$ cat src/rtl/host_cmd_master_pkg.sv
// rtl/host_cmd_master_pkg.sv - shared constants, types and frame tables for host_cmd_master
// Purpose: frame opcodes, request command encodings, FSM state encoding, captured
//          request record, and the per-command TX length / RX count lookup.
// Ports:   none (package).
package host_cmd_master_pkg;

    localparam logic [7:0] CMD_RF_WR   = 8'hAA;
    localparam logic [7:0] CMD_RF_RD   = 8'hBB;
    localparam logic [7:0] CMD_ALU_OP  = 8'hCC;
    localparam logic [7:0] CMD_ALU_NOP = 8'hDD;

    typedef enum logic [1:0] {
        REQ_RF_WR   = 2'd0,
        REQ_RF_RD   = 2'd1,
        REQ_ALU_OP  = 2'd2,
        REQ_ALU_NOP = 2'd3
    } req_cmd_t;

    typedef enum logic [1:0] {
        ST_IDLE     = 2'd0,
        ST_SEND     = 2'd1,
        ST_WAIT_RSP = 2'd2,
        ST_DONE     = 2'd3
    } state_t;

    typedef struct packed {
        req_cmd_t   cmd;
        logic [3:0] addr;
        logic [7:0] wdata;
        logic [7:0] opa;
        logic [7:0] opb;
        logic [3:0] fun;
    } req_t;

    // Number of frame bytes sent toward the UART for each command.
    function automatic logic [2:0] cmd_tx_len(req_cmd_t c);
        case (c)
            REQ_RF_WR:   return 3'd3;
            REQ_RF_RD:   return 3'd2;
            REQ_ALU_OP:  return 3'd4;
            REQ_ALU_NOP: return 3'd2;
            default:     return 3'd2;
        endcase
    endfunction

    // Number of response bytes expected back from the controller.
    function automatic logic [1:0] cmd_rx_cnt(req_cmd_t c);
        case (c)
            REQ_RF_WR:   return 2'd0;
            REQ_RF_RD:   return 2'd1;
            REQ_ALU_OP:  return 2'd2;
            REQ_ALU_NOP: return 2'd2;
            default:     return 2'd0;
        endcase
    endfunction

endpackage

$ cat src/rtl/host_cmd_master_if.sv
// rtl/host_cmd_master_if.sv - request, UART byte and response signal bundle
// Purpose: groups the request handshake, UART TX/RX byte streams and response outputs.
// Modports: master = host_cmd_master side; slave = requester / UART / harness side.
interface host_cmd_master_if;
    logic        REQ_VLD;
    logic        REQ_RDY;
    logic [1:0]  REQ_CMD;
    logic [3:0]  REQ_ADDR;
    logic [7:0]  REQ_WDATA;
    logic [7:0]  REQ_OPA;
    logic [7:0]  REQ_OPB;
    logic [3:0]  REQ_FUN;
    logic [7:0]  TX_P_DATA;
    logic        TX_D_VLD;
    logic        TX_BUSY;
    logic [7:0]  RX_P_DATA;
    logic        RX_D_VLD;
    logic [15:0] RSP_DATA;
    logic        RSP_VLD;
    logic        RSP_TIMEOUT;

    modport master (
        input  REQ_VLD, REQ_CMD, REQ_ADDR, REQ_WDATA, REQ_OPA, REQ_OPB, REQ_FUN,
        input  TX_BUSY, RX_P_DATA, RX_D_VLD,
        output REQ_RDY, TX_P_DATA, TX_D_VLD, RSP_DATA, RSP_VLD, RSP_TIMEOUT
    );

    modport slave (
        output REQ_VLD, REQ_CMD, REQ_ADDR, REQ_WDATA, REQ_OPA, REQ_OPB, REQ_FUN,
        output TX_BUSY, RX_P_DATA, RX_D_VLD,
        input  REQ_RDY, TX_P_DATA, TX_D_VLD, RSP_DATA, RSP_VLD, RSP_TIMEOUT
    );
endinterface

$ cat src/rtl/host_cmd_master_rsp_timer.sv
// rtl/host_cmd_master_rsp_timer.sv - clearable response timeout counter
// Purpose: counts cycles since the last clear; expire is high once the count
//          reaches TIMEOUT_CYCLES-1 and the counter parks there until cleared.
// Ports:   clk, rst (sync active-high), clr (synchronous clear), expire (out).
module host_cmd_master_rsp_timer #(
    parameter int TIMEOUT_CYCLES = 4096,
    parameter int TMR_W          = 13
) (
    input  logic clk,
    input  logic rst,
    input  logic clr,
    output logic expire
);
    localparam logic [TMR_W-1:0] LAST = TMR_W'(TIMEOUT_CYCLES - 1);
    localparam logic [TMR_W-1:0] ONE  = TMR_W'(1);

    logic [TMR_W-1:0] cnt_q;

    always_ff @(posedge clk) begin
        if (rst || clr) begin
            cnt_q <= '0;
        end else if (!expire) begin
            cnt_q <= cnt_q + ONE;
        end
    end

    assign expire = (cnt_q == LAST);
endmodule

$ cat src/rtl/host_cmd_master.sv
// rtl/host_cmd_master.sv - host-side command frame serialiser and response collector
// Purpose: accepts one command request, sends its frame bytes to the UART TX,
//          gathers the response bytes from the UART RX and reports a 16-bit
//          result with a completion pulse, or a timeout pulse.
// Ports:   CLK, RST (sync active-high), bus (host_cmd_master_if.master):
//          REQ_* request handshake/fields, TX_* byte out, RX_* byte in, RSP_* result.
module host_cmd_master
    import host_cmd_master_pkg::*;
#(
    parameter int TIMEOUT_CYCLES = 4096,
    parameter int TMR_W          = 13
) (
    input  logic                  CLK,
    input  logic                  RST,
    host_cmd_master_if.master     bus
);
    state_t      state_q, state_d;
    req_t        req_q;
    logic [1:0]  idx_q;
    logic [1:0]  rx_cnt_q;
    logic [15:0] rsp_q;

    logic        accept;
    logic        tx_xfer;
    logic        tx_last;
    logic        rx_take;
    logic        rx_last;
    logic        expire;
    logic        timeout_hit;
    logic        timer_clr;
    logic [2:0]  tx_len;
    logic [1:0]  rx_exp;
    logic [7:0]  frame_byte;

    assign tx_len  = cmd_tx_len(req_q.cmd);
    assign rx_exp  = cmd_rx_cnt(req_q.cmd);
    assign accept  = (state_q == ST_IDLE) && bus.REQ_VLD;
    assign tx_xfer = (state_q == ST_SEND) && !bus.TX_BUSY;
    assign tx_last = ({1'b0, idx_q} == (tx_len - 3'd1));
    assign rx_take = (state_q == ST_WAIT_RSP) && bus.RX_D_VLD;
    assign rx_last = ((rx_cnt_q + 2'd1) == rx_exp);
    // A byte landing in the expiry cycle wins over the timeout.
    assign timeout_hit = (state_q == ST_WAIT_RSP) && expire && !bus.RX_D_VLD;
    // Held clear outside WAIT_RSP so the count starts at zero on entry.
    assign timer_clr = (state_q != ST_WAIT_RSP) || bus.RX_D_VLD;

    host_cmd_master_rsp_timer #(
        .TIMEOUT_CYCLES (TIMEOUT_CYCLES),
        .TMR_W          (TMR_W)
    ) u_rsp_timer (
        .clk    (CLK),
        .rst    (RST),
        .clr    (timer_clr),
        .expire (expire)
    );

    // Frame byte selected by the captured command and the current byte index.
    always_comb begin
        frame_byte = 8'h00;
        case (req_q.cmd)
            REQ_RF_WR: begin
                case (idx_q)
                    2'd0:    frame_byte = CMD_RF_WR;
                    2'd1:    frame_byte = {4'h0, req_q.addr};
                    default: frame_byte = req_q.wdata;
                endcase
            end
            REQ_RF_RD: begin
                if (idx_q == 2'd0) frame_byte = CMD_RF_RD;
                else               frame_byte = {4'h0, req_q.addr};
            end
            REQ_ALU_OP: begin
                case (idx_q)
                    2'd0:    frame_byte = CMD_ALU_OP;
                    2'd1:    frame_byte = req_q.opa;
                    2'd2:    frame_byte = req_q.opb;
                    default: frame_byte = {4'h0, req_q.fun};
                endcase
            end
            REQ_ALU_NOP: begin
                if (idx_q == 2'd0) frame_byte = CMD_ALU_NOP;
                else               frame_byte = {4'h0, req_q.fun};
            end
            default: frame_byte = 8'h00;
        endcase
    end

    always_ff @(posedge CLK) begin
        if (RST) begin
            state_q <= ST_IDLE;
        end else begin
            state_q <= state_d;
        end
    end

    always_comb begin
        state_d = state_q;
        case (state_q)
            ST_IDLE: begin
                if (bus.REQ_VLD) state_d = ST_SEND;
            end
            ST_SEND: begin
                if (tx_xfer && tx_last) begin
                    state_d = (rx_exp != 2'd0) ? ST_WAIT_RSP : ST_DONE;
                end
            end
            ST_WAIT_RSP: begin
                if (rx_take && rx_last) state_d = ST_DONE;
                else if (timeout_hit)   state_d = ST_IDLE;
            end
            ST_DONE: state_d = ST_IDLE;
            default: state_d = ST_IDLE;
        endcase
    end

    always_comb begin
        bus.REQ_RDY     = (state_q == ST_IDLE);
        bus.TX_D_VLD    = (state_q == ST_SEND);
        bus.TX_P_DATA   = (state_q == ST_SEND) ? frame_byte : 8'h00;
        bus.RSP_VLD     = (state_q == ST_DONE);
        bus.RSP_TIMEOUT = timeout_hit;
    end

    // Request capture, byte index and response assembly.
    always_ff @(posedge CLK) begin
        if (RST) begin
            req_q    <= '0;
            idx_q    <= 2'd0;
            rx_cnt_q <= 2'd0;
            rsp_q    <= 16'h0000;
        end else begin
            if (accept) begin
                req_q.cmd   <= req_cmd_t'(bus.REQ_CMD);
                req_q.addr  <= bus.REQ_ADDR;
                req_q.wdata <= bus.REQ_WDATA;
                req_q.opa   <= bus.REQ_OPA;
                req_q.opb   <= bus.REQ_OPB;
                req_q.fun   <= bus.REQ_FUN;
                idx_q       <= 2'd0;
                rx_cnt_q    <= 2'd0;
                rsp_q       <= 16'h0000;
            end
            if (tx_xfer) begin
                idx_q <= idx_q + 2'd1;
            end
            if (rx_take) begin
                if (rx_cnt_q == 2'd0) rsp_q[7:0]  <= bus.RX_P_DATA;
                else                  rsp_q[15:8] <= bus.RX_P_DATA;
                rx_cnt_q <= rx_cnt_q + 2'd1;
            end
        end
    end

    assign bus.RSP_DATA = rsp_q;
endmodule

$ cat src/flat_wrapper.sv
// flat-port wrapper written by rule: the top's interface ports become plain ports
module host_cmd_master_flat import host_cmd_master_pkg::*;
#(
    parameter int TIMEOUT_CYCLES = 4096,
    parameter int TMR_W          = 13
)
  (CLK, RST, bus_REQ_VLD, bus_REQ_CMD, bus_REQ_ADDR, bus_REQ_WDATA, bus_REQ_OPA, bus_REQ_OPB, bus_REQ_FUN, bus_TX_BUSY, bus_RX_P_DATA, bus_RX_D_VLD, bus_REQ_RDY, bus_TX_P_DATA, bus_TX_D_VLD, bus_RSP_DATA, bus_RSP_VLD, bus_RSP_TIMEOUT);
  host_cmd_master_if bus_i ();
  input  logic CLK;
  input  logic RST;
  input wire logic [$bits(bus_i.REQ_VLD)-1:0] bus_REQ_VLD;
  input wire logic [$bits(bus_i.REQ_CMD)-1:0] bus_REQ_CMD;
  input wire logic [$bits(bus_i.REQ_ADDR)-1:0] bus_REQ_ADDR;
  input wire logic [$bits(bus_i.REQ_WDATA)-1:0] bus_REQ_WDATA;
  input wire logic [$bits(bus_i.REQ_OPA)-1:0] bus_REQ_OPA;
  input wire logic [$bits(bus_i.REQ_OPB)-1:0] bus_REQ_OPB;
  input wire logic [$bits(bus_i.REQ_FUN)-1:0] bus_REQ_FUN;
  input wire logic [$bits(bus_i.TX_BUSY)-1:0] bus_TX_BUSY;
  input wire logic [$bits(bus_i.RX_P_DATA)-1:0] bus_RX_P_DATA;
  input wire logic [$bits(bus_i.RX_D_VLD)-1:0] bus_RX_D_VLD;
  output wire logic [$bits(bus_i.REQ_RDY)-1:0] bus_REQ_RDY;
  output wire logic [$bits(bus_i.TX_P_DATA)-1:0] bus_TX_P_DATA;
  output wire logic [$bits(bus_i.TX_D_VLD)-1:0] bus_TX_D_VLD;
  output wire logic [$bits(bus_i.RSP_DATA)-1:0] bus_RSP_DATA;
  output wire logic [$bits(bus_i.RSP_VLD)-1:0] bus_RSP_VLD;
  output wire logic [$bits(bus_i.RSP_TIMEOUT)-1:0] bus_RSP_TIMEOUT;
  assign bus_i.REQ_VLD = bus_REQ_VLD;
  assign bus_i.REQ_CMD = bus_REQ_CMD;
  assign bus_i.REQ_ADDR = bus_REQ_ADDR;
  assign bus_i.REQ_WDATA = bus_REQ_WDATA;
  assign bus_i.REQ_OPA = bus_REQ_OPA;
  assign bus_i.REQ_OPB = bus_REQ_OPB;
  assign bus_i.REQ_FUN = bus_REQ_FUN;
  assign bus_i.TX_BUSY = bus_TX_BUSY;
  assign bus_i.RX_P_DATA = bus_RX_P_DATA;
  assign bus_i.RX_D_VLD = bus_RX_D_VLD;
  assign bus_REQ_RDY = bus_i.REQ_RDY;
  assign bus_TX_P_DATA = bus_i.TX_P_DATA;
  assign bus_TX_D_VLD = bus_i.TX_D_VLD;
  assign bus_RSP_DATA = bus_i.RSP_DATA;
  assign bus_RSP_VLD = bus_i.RSP_VLD;
  assign bus_RSP_TIMEOUT = bus_i.RSP_TIMEOUT;
  host_cmd_master #(.TIMEOUT_CYCLES(TIMEOUT_CYCLES), .TMR_W(TMR_W)) u_core (.CLK(CLK), .RST(RST), .bus(bus_i));
endmodule
$ cat config.mk
export PLATFORM = sky130hd
export DESIGN_NAME = host_cmd_master_flat
export DESIGN_NICKNAME = d
export VERILOG_FILES = /design/src/rtl/host_cmd_master_pkg.sv /design/src/rtl/host_cmd_master_if.sv /design/src/rtl/host_cmd_master_rsp_timer.sv /design/src/rtl/host_cmd_master.sv /design/src/flat_wrapper.sv
export SDC_FILE = /design/constraint.sdc
export NUM_CORES = 1
export LEC_CHECK = 0
export ABC_AREA = 1
export ABC_CLOCK_PERIOD_IN_PS = 2250
export CAP_MARGIN = 20
export CORE_ASPECT_RATIO = 0.9
export CORE_MARGIN = 4
export CORE_UTILIZATION = 35
export DETAILED_ROUTE_END_ITERATION = 12
export GPL_TIMING_DRIVEN = 0
export SYNTH_ARGS = -nofsm -noshare
export SYNTH_HDL_FRONTEND = slang
export SYNTH_SLANG_ARGS = --single-unit
$ cat constraint.sdc
create_clock -name CLK -period 2.25 [get_ports CLK]
set_clock_uncertainty 0.2 [all_clocks]
set_input_delay 0.5625 -clock CLK [delete_from_list [all_inputs] [get_ports CLK]]
set_output_delay 0.5625 -clock CLK [all_outputs]
set_load 0.005 [all_outputs]
==> impl_metrics.yaml <==
status:
  outcome: "complete, but fails checks"
  failed_checks: "negative setup slack"
routing:
  drt_drc_violations_left: 0
  initialDrtViolationCount: 176
  ant_nets: 0
  vias_per_cell: 4.99
  dr_total_vias: 3596
  drt_pre_antenna_iters: 5
  routed_wire_length_mm: 10.5
  wire_per_inst_um: 14.5
cts:
  cts-buffers-inserted: 9
  clk_path_buf_depth: 2
  cts_sinks: 69
  worstSkewPairLatency_ns: 0.35
  cell_chosen_for_the_clock_root: "sky130_fd_sc_hd__clkbuf_8"
  postCtsHoldBufs: 0
  path_clk_slew_ns: 0.08
  cts_htree_levels: 3
  cts_tree: "yes"
critical_path:
  worst-r2r-setup-slack_ns: 0.44
  start_kind: "flip-flop"
  r2r_startpoint: "u_core.state_q[0]"
  cp-end-kind: "output port"
  cp.buffers_inverters: 3
  worstPathCellList: "buf_6 > ha_4 > clkbuf_16 > o21ai_2 > nand4_1 > o211ai_1 > nor2_1 > buf_2"
  path_class: "flip-flop to output port"
  critPathRequiredTime_ns: 1.49
  worst_r2r_path_depth: 9
  crit_cells: 8
  timing.critical_path.arrival_ns: 1.80
  r2r_end: "u_core.u_rsp_timer.cnt_q[3]"
  crit_path_top_delay_cell: "sky130_fd_sc_hd__dfxtp_4"
  max_stage_delay_ns: 0.37
  cell_type_group_with_the_largest_total_delay_on_the_critical_path: "buffers and inverters"
  worstPathMaxFanout: 5
global_routing:
  antenna_found_initial: 0
  grt_start_max_net_pins: 14
  grt_pass1_wl_mm: 17.3
  grt_usage_pct: 19.1
  grt-ovfl-total: 0
  first_global_vias: 3416
synthesis:
  synth.area.top_cells: "sky130_fd_sc_hd__dfxtp_1 (41%), sky130_fd_sc_hd__nor2_1 (9.8%), sky130_fd_sc_hd__nand2_1 (8.4%)"
  mappedNetlistArea_um2: 3370
  yosys_register_bits: 69
  synthesis.area_per_instance_um2: 7.03
  syn_nets: 532
  netlist_instances: 479
  synth_sequential_area_ratio_pct: 41.0
  yosys.area.top_type_share_pct: 41.0
  synth.yosys.warnings: 0
  synth_top_area_cell: "sky130_fd_sc_hd__dfxtp_1"
  ys_types: 33
timing:
  timing.final.crit_period_ns: 2.56
  tightest_slew_ns: 0.464
  grt_setup_unrepaired: "true"
  setup_violations: 8
  portion_of_the_clock_cycle_consumed_by_the_worst_path_in_the_final_layout_pct: 114
  max_slew_violations: 0
  timing.fmax_ghz: 0.390
  final.setup.worst_slack_ns: -0.311
  final-hold-violation-count: 0
  max-slew-margin-rel_pct: 69.1
die:
  fp-row-count: 33
  fp.dieArea_um2: 11300
  die_w_um: 111
  dieHeight_um: 101
  initial_utilization_pct: 36.4
  core-area_um2: 9250
  pin_count: 75
pwr:
  power_per_cell_area_nw_per_um2: 711
  cellInternalPower_w: 0.00243
  clkPwrFrac_pct: 32.9
  net-switching-power_w: 0.00113
  power_switching_share_pct: 31.7
  p_leak_nw: 1.95
  power.ir.vdd_worst_mv: 0.357
  share_of_total_power_in_sequential_cells_pct: 40.0
  power.share.combinational_pct: 27.1
finish:
  area.growth.synth_to_final_pct: 48.2
  drive_above_1_share_pct: 24.5
  layout.core_utilization_pct: 54.0
  post-route-cell-area_um2: 4990
  final_net_count: 647
  antenna-diode-count: 0
hold_path:
  worstHoldStart: "u_core.bus.RSP_DATA[1]"
  classification_of_the_worst_slack_hold_path: "flip-flop to flip-flop"
  hold_end: "u_core.bus.RSP_DATA[1]"
  hold-path-cell-count: 2
run:
  maxCapViolCount: 0
place:
  gp_congestion: 0.954
  placement.setup.worst_slack_ns: -0.741
  detailedPlacementHpwl_mm: 7.26
  port_buffers: 74
  postPlaceCellArea_um2: 4260
-- per-layer routing --
metal	part of all wire, %	GRT usage, %
met2	45	29.4
met3	6.0	5.82
met1	48	26.0
met5	0	0
met4	1.1	5.14
-- cells in the mapped netlist --
master                     number
sky130_fd_sc_hd__dfxtp_1       69
sky130_fd_sc_hd__o21a_1         1
sky130_fd_sc_hd__inv_1         34
sky130_fd_sc_hd__o211ai_1       4
sky130_fd_sc_hd__a21oi_2        1
sky130_fd_sc_hd__xnor2_1        3
sky130_fd_sc_hd__nor3_4         1
sky130_fd_sc_hd__nand3b_1       1
sky130_fd_sc_hd__nand3_2        2
sky130_fd_sc_hd__o21ai_0       48
sky130_fd_sc_hd__buf_6          2
sky130_fd_sc_hd__a211oi_1       2
sky130_fd_sc_hd__nand4_1        7
sky130_fd_sc_hd__nor2_2         4
sky130_fd_sc_hd__buf_4          5
sky130_fd_sc_hd__a41oi_1        1
sky130_fd_sc_hd__nor2_1        88
sky130_fd_sc_hd__buf_1          1
sky130_fd_sc_hd__a31oi_1        8
sky130_fd_sc_hd__a21oi_1       36
sky130_fd_sc_hd__nor2_4         5
sky130_fd_sc_hd__inv_2          9
sky130_fd_sc_hd__nand2_1       75
sky130_fd_sc_hd__clkbuf_2       1
sky130_fd_sc_hd__buf_2          7
sky130_fd_sc_hd__o21ai_1       14
sky130_fd_sc_hd__nand3_1       23
sky130_fd_sc_hd__nand2_2        3
sky130_fd_sc_hd__a22o_1         3
sky130_fd_sc_hd__clkbuf_1       6
sky130_fd_sc_hd__nor3_1         8
sky130_fd_sc_hd__o31ai_1        1
sky130_fd_sc_hd__ha_1           6
-- worst reg2reg max path, delay by kind of cell (launching register included) --
kind,cells,cell delay (ns)
AND/OR/NAND/NOR,3,0.33
buffers and inverters,5,0.67
flip-flops,1,0.33
AO/OA/AOI/OAI,1,0.20
-- power by group through the flow --
stage                     sequential (W)  combinational [W]  clock, W
after detailed placement         0.00144           0.000791         0
after floorplan                  0.00141           0.000473         0
after global placement           0.00144           0.000784         0
after CTS                        0.00141           0.000925   0.00119
final                            0.00142           0.000963   0.00117
after global routing             0.00143            0.00106   0.00126
-- final cells by class --
| class | instances | area, um2 |
|---|---|---|
| Sequential cell | 69 | 1410 |
| Tap cell | 122 | 153 |
| Fill cell | 930 | 4260 |
| Multi-Input combinational cell | 345 | 1930 |
| Clock buffer | 10 | 138 |
| Clock inverter | 6 | 93.8 |
| Timing Repair Buffer | 106 | 947 |
| Buffer | 20 | 149 |
| Inverter | 43 | 174 |
-- registers in the layout (all words and copies together), names as in the netlist --
register                  flops
u_core.rx_cnt_q               2
u_core.idx_q                  2
u_core.req_q                 34
u_core.state_q                2
u_core.bus.RSP_DATA          16
u_core.u_rsp_timer.cnt_q     13
-- placed cells by master, fill, tap and decap left out, types with 7 or more instances in the layout --
master and instances:
sky130_fd_sc_hd__buf_2 14, sky130_fd_sc_hd__nand2_1 69, sky130_fd_sc_hd__dfxtp_1 59, sky130_fd_sc_hd__nand2_2 7, sky130_fd_sc_hd__inv_2 10, sky130_fd_sc_hd__a21oi_1 30, sky130_fd_sc_hd__a21oi_2 7, sky130_fd_sc_hd__o21ai_1 15
sky130_fd_sc_hd__nand4_1 7, sky130_fd_sc_hd__nor2_4 8, sky130_fd_sc_hd__buf_4 33, sky130_fd_sc_hd__inv_1 29, sky130_fd_sc_hd__o21ai_0 45, sky130_fd_sc_hd__clkdlybuf4s50_1 63, sky130_fd_sc_hd__clkbuf_8 11, sky130_fd_sc_hd__nand3_2 7
sky130_fd_sc_hd__nand3_1 17, sky130_fd_sc_hd__nor2_1 84
-- worst max-delay path by stage --
stage / from / end
after floorplan: u_core.idx_q[1] / bus_TX_P_DATA[2]
after global placement: u_core.idx_q[1] / bus_TX_P_DATA[2]
after detailed placement: u_core.idx_q[1] / bus_TX_P_DATA[1]
after CTS: u_core.idx_q[0] / bus_TX_P_DATA[1]
after global routing: u_core.idx_q[0] / bus_TX_P_DATA[1]
final: u_core.idx_q[0] / bus_TX_P_DATA[1]
-- what timing repair did --
action	CTS	global route
endpoints found under the setup margin	10	10
buffers inserted	29	1
resized for setup	109	17
cloned	2	0
pin swaps	26	14
-- kinds of logic (layout without fill, tap and decap cells) --
group                      count (synthesis)  after routing  share of synthesized area (%)
adders and majority gates                  6              6                           2.23
buffers and inverters                     65            185                           8.54
DFF                                       69             69                           41.0
xor gates and xnor gates                   3              3                          0.780
AOI/OAI and AO/OA                        119            119                           19.1
and+or+nand+nor                          217            217                           28.3
-- through the flow --
stage                     cells  hold slack [ns]  power [W]  TNS [ns]
after floorplan             479            0.240    0.00189         0
after global placement      675            0.255    0.00222     -6.03
after detailed placement    675            0.252    0.00223     -6.12
after CTS                   721            0.271    0.00353     -1.88
after global routing        721            0.300    0.00375     -2.48
final                       721            0.271    0.00355     -1.80
(Power assumes the default switching activity.)
